--- config.mk ---
export PLATFORM = sky130hd
export DESIGN_NAME = nn_wb_driver
export DESIGN_NICKNAME = d
export VERILOG_FILES = /design/src/rtl/nn_wb_driver.sv
export SDC_FILE = /design/constraint.sdc
export NUM_CORES = 1
export LEC_CHECK = 0
export ABC_AREA = 1
export CAP_MARGIN = 15
export CORE_UTILIZATION = 38
export CTS_CLUSTER_DIAMETER = 150
export DETAILED_ROUTE_END_ITERATION = 7
export PLACE_DENSITY = 0.83
export SLEW_MARGIN = 25
export SYNTH_ARGS = -nofsm -noshare
export SYNTH_HDL_FRONTEND = slang
export SYNTH_SLANG_ARGS = --single-unit
export TNS_END_PERCENT = 30
--- constraint.sdc ---
create_clock -name clk -period 4.7 [get_ports clk]
set_clock_uncertainty 0.2 [all_clocks]
set_input_delay 0.94 -clock clk [delete_from_list [all_inputs] [get_ports clk]]
set_output_delay 0.94 -clock clk [all_outputs]
set_load 0.01 [all_outputs]
--- src/rtl/nn_wb_driver.sv ---
// Host-side initiator for the NN register block: writes opA/opB, pulses the start strobe,
// waits out the fixed NN pipeline latency and returns the sampled result on a valid/ready port.
module nn_wb_driver #(
  parameter logic [31:0] BASE_ADDR    = 32'h3000_0000,
  parameter int          VALID_CYCLES = 2,
  parameter int          NN_LATENCY   = 70,
  parameter int          ACK_TIMEOUT  = 16
) (
  input  logic        clk,
  input  logic        rst_l,
  input  logic        cmd_valid,
  output logic        cmd_ready,
  input  logic [31:0] cmd_op_a,
  input  logic [31:0] cmd_op_b,
  input  logic [2:0]  cmd_round_mode,
  output logic        rsp_valid,
  input  logic        rsp_ready,
  output logic [31:0] rsp_data,
  output logic        rsp_err,
  output logic [31:0] wbs_adr_i,
  output logic [31:0] wbs_dat_i,
  output logic        wren,
  input  logic        wbs_ack_o,
  output logic [2:0]  round_mode,
  output logic        in_valid_user,
  input  logic [31:0] NN_result
);

  typedef enum logic [2:0] {
    S_IDLE, S_WR_A, S_GAP, S_WR_B, S_FIRE, S_WAIT, S_RESP
  } state_t;

  localparam logic [9:0] ACK_LAST   = 10'(ACK_TIMEOUT - 1);
  localparam logic [9:0] VALID_LAST = 10'(VALID_CYCLES - 1);
  localparam logic [9:0] LAT_LAST   = 10'(NN_LATENCY - 1);

  state_t      state;
  logic [9:0]  cnt;
  logic [31:0] op_b;

  // rst_l is active-high despite its name.
  always_ff @(posedge clk) begin
    if (rst_l) begin
      state         <= S_IDLE;
      cnt           <= '0;
      op_b          <= '0;
      cmd_ready     <= 1'b1;
      rsp_valid     <= 1'b0;
      rsp_err       <= 1'b0;
      rsp_data      <= '0;
      wbs_adr_i     <= '0;
      wbs_dat_i     <= '0;
      wren          <= 1'b0;
      round_mode    <= '0;
      in_valid_user <= 1'b0;
    end else begin
      case (state)
        S_IDLE: begin
          if (cmd_valid && cmd_ready) begin
            op_b       <= cmd_op_b;
            round_mode <= cmd_round_mode;
            cmd_ready  <= 1'b0;
            wbs_adr_i  <= BASE_ADDR;
            wbs_dat_i  <= cmd_op_a;
            wren       <= 1'b1;
            cnt        <= '0;
            state      <= S_WR_A;
          end
        end

        S_WR_A, S_WR_B: begin
          if (wbs_ack_o) begin
            wren <= 1'b0;
            cnt  <= '0;
            if (state == S_WR_A) begin
              state <= S_GAP;
            end else begin
              in_valid_user <= 1'b1;
              state         <= S_FIRE;
            end
          end else if (cnt == ACK_LAST) begin
            // Abort: the NN never saw a start pulse, so report an error with no data.
            wren      <= 1'b0;
            rsp_err   <= 1'b1;
            rsp_data  <= '0;
            rsp_valid <= 1'b1;
            state     <= S_RESP;
          end else begin
            cnt <= cnt + 10'd1;
          end
        end

        S_GAP: begin
          wbs_adr_i <= BASE_ADDR + 32'd4;
          wbs_dat_i <= op_b;
          wren      <= 1'b1;
          cnt       <= '0;
          state     <= S_WR_B;
        end

        S_FIRE: begin
          if (cnt == VALID_LAST) begin
            in_valid_user <= 1'b0;
            cnt           <= '0;
            state         <= S_WAIT;
          end else begin
            cnt <= cnt + 10'd1;
          end
        end

        S_WAIT: begin
          if (cnt == LAT_LAST) begin
            rsp_data  <= NN_result;
            rsp_err   <= 1'b0;
            rsp_valid <= 1'b1;
            cnt       <= '0;
            state     <= S_RESP;
          end else begin
            cnt <= cnt + 10'd1;
          end
        end

        S_RESP: begin
          if (rsp_ready) begin
            rsp_valid <= 1'b0;
            rsp_err   <= 1'b0;
            cmd_ready <= 1'b1;
            state     <= S_IDLE;
          end
        end

        default: begin
          state     <= S_IDLE;
          cmd_ready <= 1'b1;
        end
      endcase
    end
  end

endmodule
==> results_dict.tcl <==
set metrics [dict create \
    outcome "finished clean" \
    worst_setup_path_end_kind "register" \
    setup_ws_ns 1.985 \
    final_common_cell "clkdlybuf4s50_1" \
    wl_per_cell_um 13.59 \
    critPathBufInv 2 \
    reg2reg_to "rsp_data[10]" \
    syn_to_final_growth_pct 41.96 \
    synth_cell_types 28 \
    critPathTopFamily "buffers and inverters" \
    clock_latency_ns 0.41 \
    die_h_um 121.3 \
    cts.sinks 119 \
    min_period_ns 2.715 \
    cp-start-kind "primary input" \
    p_leak_nw 3.110 \
    hold_depth 2 \
    min_path_type "register to register" \
    pre_cts_ws_ns 1.573 \
    hpwlAfterDp_mm 9.908 \
    cp.required_ns 4.81 \
    cts_max_path_buffers 2 \
    cp.arrival_ns 2.82 \
    drtIter0Drc 328 \
    most-common-layout-cells "clkdlybuf4s50_1 (178), nand2_1 (174), nor2_1 (134), dfxtp_1 (119), a21oi_1 (62)" \
    tightest_slew_ns 0.8771 \
    syn_area_um2 5409 \
    path_cells "clkdlybuf4s50_1 -> o21bai_4 -> buf_4 -> nand3_1 -> nand2_1 -> nor2_1" \
    antenna_found_initial 0 \
    cts-resized-gates 0 \
    diodes 0 \
    setup_viol 0 \
    start_util 0.3897 \
    syn_avg_cell_area_um2 7.098 \
    ctsHoldBuffers 0 \
    worstSetupPathType "primary input to register" \
    dp.cells 1075 \
    routed_wl_mm 15.03 \
    pin_count 208 \
    ys_seq_area_frac 0.4404 \
    h-tree-depth 4 \
    clockRootBuffer "clkbuf_16" \
    drc 0 \
    maxCapViolCount 0 \
    grt_max_degree 68 \
    num_rows 43 \
    ys_seq_elements 119 \
    viasPerCell 4.902 \
    slowest_stage "o21bai_4" \
    synthCells 762 \
    finalHoldViolCount 0 \
    finalCritPeriodShare 0.5777 \
    seq_area_um2 2382 \
    r2r_cells 9 \
    rsz0062_at_grt "false" \
    r2r-start "cnt[0]" \
    yosysWarningCount 0 \
    fmax_ghz 0.3683 \
    nets 1020 \
    gp_congestion 0.8760 \
    core_um2 13880 \
    numCtsBuffers 17 \
    min_to "wbs_dat_i[10]" \
    r2r_slack_ns 2.00 \
    layout-drive-gt1-share 0.04752 \
    post_cts_buffers 0 \
    p_per_area_nw_per_um2 618.8 \
    min_from "wbs_dat_i[10]" \
    slew_headroom 0.4137 \
    cts_tree "built" \
    io_buffers 178 \
    drv_slew 0 \
    finalNonFillerCells 1106 \
    first_pass_iters 5 \
    fillCellCount 1312 \
    grt_pass1_wl_mm 23.98 \
    num_vias 5422 \
    ir_drop_v 0.0003266 \
    critPathMaxStageDelay_ns 0.74 \
    die_w_um 121.3 \
    antenna_left 0 \
    multi_input_area_um2 2525 \
    die_area_um2 14710 \
    overflow 0 \
    grt_pass1_vias 5038 \
    fin_setup_tns_ns 0 \
    grt_usage 0.2099 \
    clk_pin_slew_worst_paths_ns 0.05 \
    hold_ws_ns 0.2635 \
    cp_max_fo 43 \
]
registers in the layout, summed over array words and instances, names as in the netlist:
name,count
op_b,32
rsp_data,32
wbs_dat_i,32
cnt,10
round_mode,3
state,3
wbs_adr_i,2
cmd_ready,1
in_valid_user,1
rsp_err,1
rsp_valid,1
wren,1
report_power, final:
part	leakage (nW)	internal (mW)	switching, mW
sequential	0.976	1.35	0.217
combinational	1.84	0.811	1.07
clock	0.294	0.855	0.448
total	3.11	3.02	1.73
stage by stage:
stage | area [um^2] | util | power (mW)
after floorplan | 5514 | - | 2.768
after global placement | 7086 | 0.5105 | 3.424
after detailed placement | 7086 | 0.5105 | 3.467
after CTS | 7674 | 0.5528 | 4.794
after global routing | 7679 | 0.5532 | 5.090
final | 7679 | 0.5532 | 4.752
worst min-delay path, delay by kind of cell (launching register included):
kind	cells	cell delay, ns
DFF	1	0.30
and+or+nand+nor	1	0.06
AOI/OAI and AO/OA	1	0.05
Yosys cell counts (all sizes together):
cell,n,area (um^2)
a22oi,22,165.2
a31oi,10,62.56
nor2,135,514.2
xnor2,1,8.760
o21ai,47,235.2
nand3,54,270.3
inv,37,138.9
nand4,8,50.05
conb,1,3.750
a21oi,62,310.3
ha,2,25.02
nand2,176,663.1
nor4,1,21.27
dfxtp,119,2382
nor3,3,20.02
clkbuf,17,63.81
o211ai,4,30.03
nand3b,1,7.510
o21bai,1,11.26
buf,61,425.4
how the worst max path moves through the flow:
stage | from | to | slack (ns) | cells after the start
after floorplan | cmd_valid | cmd_ready | 2.58 | 6
after global placement | wbs_ack_o | rsp_data[5] | 1.61 | 6
after detailed placement | wbs_ack_o | rsp_data[11] | 1.57 | 6
after CTS | state[0] | rsp_data[25] | 1.75 | 8
after global routing | cnt[0] | rsp_data[7] | 1.69 | 9
final | wbs_ack_o | rsp_data[10] | 1.98 | 6
area by class of cell:
type / count / share of cell area
multi-input combinational: 556 / 0.3288
sequential: 119 / 0.3102
timing repair buffer: 183 / 0.2369
clock buffer: 22 / 0.06045
tap: 180 / 0.02933
inverter: 37 / 0.01809
clock inverter: 9 / 0.01613
per-layer routing:
metal / vias to the layer above / part of all wire / global-route usage
li1: 2734 / - / -
met1: 2428 / 0.42 / 0.2481
met2: 230 / 0.46 / 0.3295
met3: 30 / 0.096 / 0.08271
met4: 0 / 0.025 / 0.1019
met5: - / 0 / 0
cells by family after synthesis:
group,share of synthesized area
buffers and inverters,0.1161
XOR/XNOR,0.001620
adder cells (fa/ha/maj),0.004626
AO/OA/AOI/OAI,0.1506
flip-flops,0.4404
other,0.0006933
AND/OR/NAND/NOR,0.2859
Power figures use the tool's default switching activity.
